$ cat src/rtl/fetch_pkg.sv
// rtl/fetch_pkg.sv - shared types and constants for the instruction fetch buffer
// Contents: INST_W, DEFAULT_RESET_PC, fetch_state_t (fetch FSM states),
//           fetch_entry_t (one prefetched {pc, inst} entry).
package fetch_pkg;

  localparam int INST_W = 32;
  localparam logic [INST_W-1:0] DEFAULT_RESET_PC = 32'h0000_0000;

  typedef enum logic [1:0] {
    FETCH_IDLE    = 2'd0,  // no request outstanding
    FETCH_WAIT    = 2'd1,  // request outstanding, data will be kept
    FETCH_DISCARD = 2'd2   // request outstanding, data will be dropped
  } fetch_state_t;

  typedef struct packed {
    logic [INST_W-1:0] pc;
    logic [INST_W-1:0] inst;
  } fetch_entry_t;

endpackage

$ cat src/rtl/fetch_fifo.sv
// rtl/fetch_fifo.sv - circular FIFO holding prefetched {pc, inst} entries
// Ports: clk, rst_b (sync, active-low); push/push_data write the tail;
//        pop retires the head; flush empties the FIFO (wins over push/pop);
//        head is the oldest entry; count is the current entry count.
module fetch_fifo
  import fetch_pkg::*;
#(
  parameter int DEPTH = 4
) (
  input  logic                       clk,
  input  logic                       rst_b,
  input  logic                       push,
  input  fetch_entry_t               push_data,
  input  logic                       pop,
  input  logic                       flush,
  output fetch_entry_t               head,
  output logic [$clog2(DEPTH+1)-1:0] count
);

  localparam int PW = $clog2(DEPTH);
  localparam int CW = $clog2(DEPTH+1);

  fetch_entry_t    mem [DEPTH];
  logic [PW-1:0]   wr_ptr;
  logic [PW-1:0]   rd_ptr;

  // Storage needs no reset: nothing is read while count is zero.
  always_ff @(posedge clk) begin
    if (push && !flush) begin
      mem[wr_ptr] <= push_data;
    end
  end

  // DEPTH is a power of two, so pointers wrap naturally.
  always_ff @(posedge clk) begin
    if (!rst_b || flush) begin
      wr_ptr <= '0;
      rd_ptr <= '0;
      count  <= '0;
    end else begin
      if (push) wr_ptr <= wr_ptr + PW'(1);
      if (pop)  rd_ptr <= rd_ptr + PW'(1);
      count <= count + CW'(push) - CW'(pop);
    end
  end

  assign head = mem[rd_ptr];

endmodule

$ cat src/rtl/inst_fetch_buffer.sv
// rtl/inst_fetch_buffer.sv - instruction prefetch buffer with redirect and halt
// Ports: clk, rst_b (sync, active-low);
//        imem_req/imem_addr/imem_ack/imem_rdata - instruction memory read port;
//        inst_valid/inst/inst_addr/inst_ready - head instruction toward the core;
//        redirect_valid/redirect_pc - taken branch, flush and refetch;
//        halted - stop issuing new fetches; occupancy - FIFO entry count.
module inst_fetch_buffer
  import fetch_pkg::*;
#(
  parameter int                DEPTH    = 4,
  parameter logic [INST_W-1:0] RESET_PC = DEFAULT_RESET_PC
) (
  input  logic                       clk,
  input  logic                       rst_b,
  output logic                       imem_req,
  output logic [INST_W-1:0]          imem_addr,
  input  logic                       imem_ack,
  input  logic [INST_W-1:0]          imem_rdata,
  output logic                       inst_valid,
  output logic [INST_W-1:0]          inst,
  output logic [INST_W-1:0]          inst_addr,
  input  logic                       inst_ready,
  input  logic                       redirect_valid,
  input  logic [INST_W-1:0]          redirect_pc,
  input  logic                       halted,
  output logic [$clog2(DEPTH+1)-1:0] occupancy
);

  localparam int CW = $clog2(DEPTH+1);

  fetch_state_t      state;
  fetch_state_t      state_next;
  logic [INST_W-1:0] fetch_pc;
  logic [INST_W-1:0] hold_addr;   // address of a request being discarded
  logic [CW-1:0]     count;
  logic [CW-1:0]     count_after;
  fetch_entry_t      head;
  fetch_entry_t      push_data;
  logic              issue_idle;
  logic              ack_take;
  logic              push;
  logic              pop;
  logic              room;

  fetch_fifo #(.DEPTH(DEPTH)) u_fifo (
    .clk       (clk),
    .rst_b     (rst_b),
    .push      (push),
    .push_data (push_data),
    .pop       (pop),
    .flush     (redirect_valid),
    .head      (head),
    .count     (count)
  );

  always_comb begin
    // From idle a request goes out in the same cycle the conditions hold.
    issue_idle  = (state == FETCH_IDLE) && !halted && !redirect_valid
                  && (count < CW'(DEPTH));
    // Gating with rst_b keeps the port quiet while reset is held.
    imem_req    = rst_b && ((state != FETCH_IDLE) || issue_idle);
    imem_addr   = (state == FETCH_DISCARD) ? hold_addr : fetch_pc;
    ack_take    = imem_req && imem_ack;
    push        = ack_take && (state != FETCH_DISCARD) && !redirect_valid;
    pop         = inst_valid && inst_ready && !redirect_valid;
    count_after = count + CW'(push) - CW'(pop);
    room        = count_after < CW'(DEPTH);
    push_data   = '{pc: fetch_pc, inst: imem_rdata};
  end

  always_comb begin
    state_next = state;
    case (state)
      FETCH_IDLE: begin
        if (issue_idle) begin
          if (imem_ack) state_next = room ? FETCH_WAIT : FETCH_IDLE;
          else          state_next = FETCH_WAIT;
        end
      end
      FETCH_WAIT: begin
        if (redirect_valid) begin
          // Data returning with the redirect is simply dropped.
          state_next = imem_ack ? FETCH_IDLE : FETCH_DISCARD;
        end else if (imem_ack) begin
          state_next = (room && !halted) ? FETCH_WAIT : FETCH_IDLE;
        end
      end
      FETCH_DISCARD: begin
        if (imem_ack) state_next = FETCH_IDLE;
      end
      default: state_next = FETCH_IDLE;
    endcase
  end

  always_ff @(posedge clk) begin
    if (!rst_b) begin
      state     <= FETCH_IDLE;
      fetch_pc  <= RESET_PC;
      hold_addr <= '0;
    end else begin
      state <= state_next;
      if (redirect_valid) begin
        fetch_pc <= {redirect_pc[INST_W-1:2], 2'b00};
      end else if (push) begin
        fetch_pc <= fetch_pc + 32'd4;
      end
      if ((state == FETCH_WAIT) && redirect_valid && !imem_ack) begin
        hold_addr <= fetch_pc;
      end
    end
  end

  assign inst_valid = (count != '0);
  assign inst       = inst_valid ? head.inst : '0;
  assign inst_addr  = inst_valid ? head.pc   : '0;
  assign occupancy  = count;

endmodule

$ cat config.mk
export PLATFORM = sky130hd
export DESIGN_NAME = inst_fetch_buffer
export DESIGN_NICKNAME = d
export VERILOG_FILES = /design/src/rtl/fetch_pkg.sv /design/src/rtl/fetch_fifo.sv /design/src/rtl/inst_fetch_buffer.sv
export SDC_FILE = /design/constraint.sdc
export NUM_CORES = 1
export LEC_CHECK = 0
export CORE_MARGIN = 2
export CORE_UTILIZATION = 40
export CTS_CLUSTER_SIZE = 20
export DETAILED_ROUTE_END_ITERATION = 16
export SLEW_MARGIN = 10
export SYNTH_ARGS = -nofsm -noshare
export SYNTH_HDL_FRONTEND = slang
export SYNTH_SLANG_ARGS = --single-unit
$ cat constraint.sdc
create_clock -name clk -period 3.65 [get_ports clk]
set_input_delay 0.73 -clock clk [delete_from_list [all_inputs] [get_ports clk]]
set_output_delay 0.73 -clock clk [all_outputs]
set_load 0.01 [all_outputs]
==> results.json, run 1 <==
{
  "io_buffer_count": 164,
  "antenna_cells_inserted": 0,
  "clk_root_buffer_cell": "sky130_fd_sc_hd__clkbuf_16",
  "finalSetupViolCount": 0,
  "drt_iter0_markers": 563,
  "tritoncts": "done",
  "place.detailed.instances": 1457,
  "setup_ws_ns": 0.2687,
  "detail_route.wirelength_um": 29960,
  "cp_cell_sequence": "buf_12, mux4_2, and2_1, clkdlybuf4s50_1",
  "globalRouteOverflowTotal": 0,
  "top_cells_by_count_synth": "sky130_fd_sc_hd__edfxtp_1, sky130_fd_sc_hd__nand2_1, sky130_fd_sc_hd__and2_1",
  "report.final.slew_viol_count": 0,
  "floorplan.die_area_mm2": 0.03476,
  "post_cts_resize_count": 0,
  "synth_edf_count": 248,
  "drc": 0,
  "pwr_density_cell_mw_per_mm2": 468.1,
  "start_util": 0.4081,
  "yosysWarningCount": 0,
  "power.static_leakage_nw": 5.401,
  "outcome": "complete, no violations",
  "syn_inst": 877,
  "clock_tree.htree_level_count": 2,
  "worst-endpoint-arrival_ns": 2.65,
  "critical_path.max_fanout": 20,
  "critical_path.n_buffers_inverters": 2,
  "cp_data_required_time_ns": 2.92,
  "rows": 66,
  "maxCapViolations": 0,
  "grt_util_all_layers": 0.1727,
  "min-delay-path-class": "flip-flop to flip-flop",
  "syn_avg_cell_area_um2": 15.18,
  "route.detailed.vias_per_inst": 5.248,
  "final_antenna_net_count": 0,
  "grt_pass1_wl_um": 47200,
  "final-instance-count-excl-fill": 1519,
  "unrepaired_setup_endpoints_after_global_routing": "false",
  "worst_slew_pin_slew_ns": 0.7393,
  "finalClockSkew_ns": 0.02011,
  "maximum_number_of_pins_on_one_net_before_global_route_repair": 65,
  "synth_seq_area_share": 0.6662,
  "hold_startpoint": "hold_addr[31]",
  "placeableCoreArea_mm2": 0.03262,
  "slowest_stage": "sky130_fd_sc_hd__dfxtp_4",
  "layout-drive-gt1-share": 0.1699,
  "floorplan.io_pins": 171,
  "setup_tns_ns": 0,
  "minimum_clock_period_after_layout_ns": 3.381,
  "synth_flop_cell": "sky130_fd_sc_hd__edfxtp_1",
  "dp_hpwl_um": 19120,
  "timing.setup.critical_path_class": "flip-flop to output pin",
  "synthTopCellsByArea": "sky130_fd_sc_hd__edfxtp_1, sky130_fd_sc_hd__dfxtp_1, sky130_fd_sc_hd__mux4_2",
  "clockBufferDepth": 3,
  "numCtsBuffers": 36,
  "dieWidth_um": 186.4,
  "drt-pass1-iter-count": 5,
  "synth_top_area_cell": "sky130_fd_sc_hd__edfxtp_1",
  "number_of_clock_sinks": 319,
  "post_synth_instance_area_mm2": 0.01331,
  "areaGrowthSynthToFinish_pct": 26.40,
  "max_stage_delay_ns": 0.66,
  "final_hold_viol_count": 0,
  "count_leader_synth": "sky130_fd_sc_hd__edfxtp_1",
  "wl_per_cell_um": 19.72,
  "crit_path_start_kind": "flip-flop",
  "max_freq_mhz": 295.7,
  "worst_path_dominant_cell_family": "buffers and inverters",
  "grt_antenna_before_repair": 0,
  "layout_worst_path_cycle_share": 0.9264,
  "first_global_vias": 7955,
  "maxSlewHeadroom": 0.5050,
  "netlist-cell-type-count": 56,
  "crit-reg2reg-launch": "u_fifo.count[2]",
  "gp_routability_congestion": 0.7658,
  "cts-hold-fix-buffers": 0,
  "r2r_slack_ns": 0.75,
  "vdd_ir_drop_max_v": 0.0002302,
  "cts.reportedPaths.clkPinSlew_ns": 0.06,
  "detailroute.via_count": 7971,
  "pre_cts_slack_ns": 0.3169,
  "nets": 1131,
  "setup.worst_path.end_class": "output pin",
  "post_cts_buffers": 0,
  "yosysTopAreaCellShare": 0.5594,
  "die_h_um": 186.4,
  "clock_latency_ns": 0.51,
  "flip_flop_and_latch_count_after_synthesis": 319,
  "ys_async_sr_fraction": 0
}
==> logic make-up after synthesis <==
kind of cell               after synthesis  share of synthesized area
DFF                                    319                     0.6662
and+or+nand+nor                        252                     0.1039
AOI/OAI and AO/OA                      121                    0.06175
muxes                                   92                     0.1301
buffers and inverters                   73                    0.02246
xor gates and xnor gates                11                   0.007237
adders and majority gates                8                   0.008082
other                                    1                  0.0002817
==> flip-flops by register name, summed over array words and instances (netlist names), named ones only <==
name / count
state: 2
fetch_pc: 30
u_fifo.count: 3
u_fifo.mem: 248
u_fifo.rd_ptr: 2
hold_addr: 30
u_fifo.wr_ptr: 2
==> cell usage in the layout (no fill, tap or decap), drive strengths merged, types with 8 or more instances in the layout <==
cell	n
a211oi	8
a21boi	30
a21oi	11
and2	73
and3	10
and4	12
buf	34
clkbuf	44
clkdlybuf4s50	163
clkinv	13
dfxtp	71
edfxtp	248
inv	11
mux2	28
mux4	62
nand2	76
nand3	11
nand4	14
nor2	15
o211ai	9
o21ai	32
or3	10
==> layer usage <==
layer	GRT usage	up-vias	routed length, µm
met5	0	-	0
met4	0.03754	0	365
met3	0.03536	30	1677
met2	0.2692	211	13650
met1	0.2512	3981	14270
li1	-	3749	-
==> worst reg2reg max path: stages (launching register included) <==
cell,delay (ns)
sky130_fd_sc_hd__dfxtp_1,0.41
sky130_fd_sc_hd__or3_2,0.52
sky130_fd_sc_hd__and3_1,0.22
sky130_fd_sc_hd__ha_1,0.28
sky130_fd_sc_hd__inv_1,0.04
sky130_fd_sc_hd__ha_1,0.18
sky130_fd_sc_hd__fa_1,0.37
sky130_fd_sc_hd__xnor2_1,0.31
sky130_fd_sc_hd__and3b_1,0.21
sky130_fd_sc_hd__o21ai_0,0.07
sky130_fd_sc_hd__a211oi_1,0.21
==> power by group <==
part / internal (mW) / switching [mW] / leakage (nW)
registers: 3.96 / 0.0878 / 2.83
clock network: 2.08 / 1.38 / 0.541
logic: 0.207 / 0.169 / 2.03
==> per-stage QoR <==
stage                     instance area (µm²)  hold slack [ns]  power [mW]  utilization
after floorplan                         13320           0.4316       4.258            -
after global placement                  15710           0.4376       4.497       0.4815
after detailed placement                15710           0.4455       4.502       0.4815
after CTS                               16830           0.4540       7.958       0.5159
after global routing                    16830           0.4751       8.155       0.5159
final                                   16830           0.4519       7.878       0.5159
==> path summary, 6_finish.rpt <==
check	endpoint	depth (start not counted)
setup / recovery	inst_addr[30]	4
hold / removal	hold_addr[31]	2
setup reg to reg	state[0]	10
hold reg to reg	hold_addr[31]	2
==> final cells by class <==
type / instances / area (µm²)
Timing Repair Buffer: 197 / 2059
Fill cell: 2700 / 15790
Clock buffer: 44 / 962.2
Multi-Input combinational cell: 488 / 4177
Clock inverter: 18 / 158.9
Tap cell: 442 / 553.0
Inverter: 11 / 41.29
Sequential cell: 319 / 8876
Note: power is estimated with default switching activity, not from simulation.
==> run 2, diff against run 1 <==
CORE_MARGIN = 8   (was 2)
==> run 2 against run 1 <==
Net effect: global-route usage is 1.5 points lower; die area increased by 13%; sequential share of layout area up 0.26 points; clock skew fell by 0.0052 ns; fmax rose by 0.18%; utilization shrank 1.0 points; total power fell by 0.94%; non-clock buffer count down 4; clock power decreased by 2%; first-iteration DRC count fell by 11%; combinational power about the same.
==> results.json, run 2 (synthesized netlist as in run 1, its figures left out) <==
{
  "outcome": "complete, no violations",
  "cts.reportedPaths.clkPinSlew_ns": 0.06,
  "final_hold_viol_count": 0,
  "multi_input_area_mm2": 0.004177,
  "cts-hold-fix-buffers": 0,
  "pwr_density_cell_mw_per_mm2": 466.0,
  "dieWidth_um": 198.4,
  "r2r_slack_ns": 0.79,
  "largest_register_ff_count": 248,
  "final_antenna_net_count": 0,
  "globalRouteOverflowTotal": 0,
  "internal_power_component_mw": 6.199,
  "maximum_number_of_pins_on_one_net_before_global_route_repair": 65,
  "cp_data_required_time_ns": 2.92,
  "power.static_leakage_nw": 5.364,
  "nets": 1126,
  "worst_slew_pin_slew_ns": 0.7541,
  "drt-pass1-iter-count": 5,
  "min-delay-path-class": "flip-flop to flip-flop",
  "max_freq_mhz": 296.3,
  "antenna_cells_inserted": 0,
  "io_buffer_count": 164,
  "critical_path.max_fanout": 64,
  "most-common-layout-cells": "sky130_fd_sc_hd__edfxtp_1, sky130_fd_sc_hd__clkdlybuf4s50_1, sky130_fd_sc_hd__nand2_1",
  "final-instance-count-excl-fill": 1521,
  "drc": 0,
  "n_fill_cell": 2772,
  "floorplan.io_pins": 171,
  "tritoncts": "done",
  "detail_route.wirelength_um": 31100,
  "finalSetupViolCount": 0,
  "report.final.slew_viol_count": 0,
  "largest-register": "u_fifo.mem",
  "netSwitchingPower_mw": 1.604,
  "layout-drive-gt1-share": 0.1659,
  "worst-endpoint-arrival_ns": 2.65,
  "vdd_ir_drop_max_v": 0.0002629,
  "power.clock.fraction": 0.433,
  "dp_hpwl_um": 20120,
  "timing.setup.critical_path_class": "flip-flop to output pin",
  "layout_top_registers": "u_fifo.mem: 248 flops, fetch_pc: 30 flops, hold_addr: 30 flops",
  "areaGrowthSynthToFinish_pct": 25.79,
  "p_sw_frac": 0.2056,
  "gp_routability_congestion": 0.8178,
  "drt_iter0_markers": 501,
  "maxCapViolations": 0,
  "minimum_clock_period_after_layout_ns": 3.375,
  "layout_worst_path_cycle_share": 0.9247,
  "grt_antenna_before_repair": 0,
  "setup_tns_ns": 0,
  "crit_path_start_kind": "flip-flop",
  "finalClockSkew_ns": 0.01488,
  "floorplan.die_area_mm2": 0.03938,
  "power.sequential.fraction": 0.519,
  "post_cts_resize_count": 0,
  "clockBufferDepth": 3,
  "place.detailed.instances": 1459,
  "number_of_clock_sinks": 319,
  "power.combinational.fraction": 0.048,
  "grt_util_all_layers": 0.1573,
  "wl_per_cell_um": 20.45,
  "clock_latency_ns": 0.51,
  "grt_pass1_wl_um": 48290,
  "die_h_um": 198.4,
  "numCtsBuffers": 35,
  "setup.worst_path.end_class": "output pin",
  "maxSlewHeadroom": 0.4951,
  "first_global_vias": 8105,
  "seq_area_mm2": 0.008876,
  "rows": 67,
  "detailroute.via_count": 7979,
  "most_common_library_cell_in_the_layout_ignoring_fill_and_taps": "sky130_fd_sc_hd__edfxtp_1",
  "placeableCoreArea_mm2": 0.03311,
  "post_cts_buffers": 0,
  "clock_tree.htree_level_count": 2,
  "route.detailed.vias_per_inst": 5.246,
  "final_core_util": 0.5057,
  "start_util": 0.4020,
  "clk_root_buffer_cell": "sky130_fd_sc_hd__clkbuf_16",
  "unrepaired_setup_endpoints_after_global_routing": "false"
}
[run 2: power by group through the flow]
stage	Clock, mW	Combinational, mW	Sequential, mW
detailed placement	0	0.377	4.13
floorplan	0	0.176	4.08
global placement	0	0.376	4.12
CTS	3.48	0.380	4.05
finish	3.38	0.374	4.05
global route	3.59	0.407	4.06
[run 2: worst max-delay path: stages (launching register included)]
cell and delay (ns):
sky130_fd_sc_hd__dfxtp_1 0.53, sky130_fd_sc_hd__or3_2 0.20, sky130_fd_sc_hd__buf_4 0.53, sky130_fd_sc_hd__and2_1 0.22, sky130_fd_sc_hd__clkdlybuf4s50_1 0.64
[run 2: final cells by class]
cell class | count | area share
clock buffers | 50 | 0.05940
repair buffers | 193 | 0.1189
well taps | 448 | 0.03347
inverters | 11 | 0.002466
clock inverters | 12 | 0.006276
multi-input cells | 488 | 0.2494
flip-flops and latches | 319 | 0.5300
[run 2: final timing paths]
path | start | to | depth (start not counted)
setup / recovery | u_fifo.count[2] | inst_addr[15] | 4
hold / removal | hold_addr[31] | hold_addr[31] | 2
setup reg to reg | u_fifo.count[2] | state[0] | 10
hold reg to reg | hold_addr[31] | hold_addr[31] | 2
[run 2: layer usage]
layer | wire (µm) | GRT usage | up-vias
met5 | 0 | 0 | -
met4 | 610 | 0.04145 | 0
met3 | 1927 | 0.03079 | 48
met2 | 14510 | 0.2522 | 236
met1 | 14050 | 0.2175 | 3965
li1 | - | - | 3730
[run 2: per-stage QoR]
step	setup slack [ns]	area (µm²)	total power, mW	hold slack, ns
global placement	0.3290	15650	4.497	0.4376
detailed placement	0.3488	15650	4.502	0.4444
finish	0.2749	16750	7.803	0.4522
global route	0.08652	16750	8.058	0.4833
CTS	0.2109	16750	7.904	0.4527
floorplan	0.1908	13320	4.258	0.4316
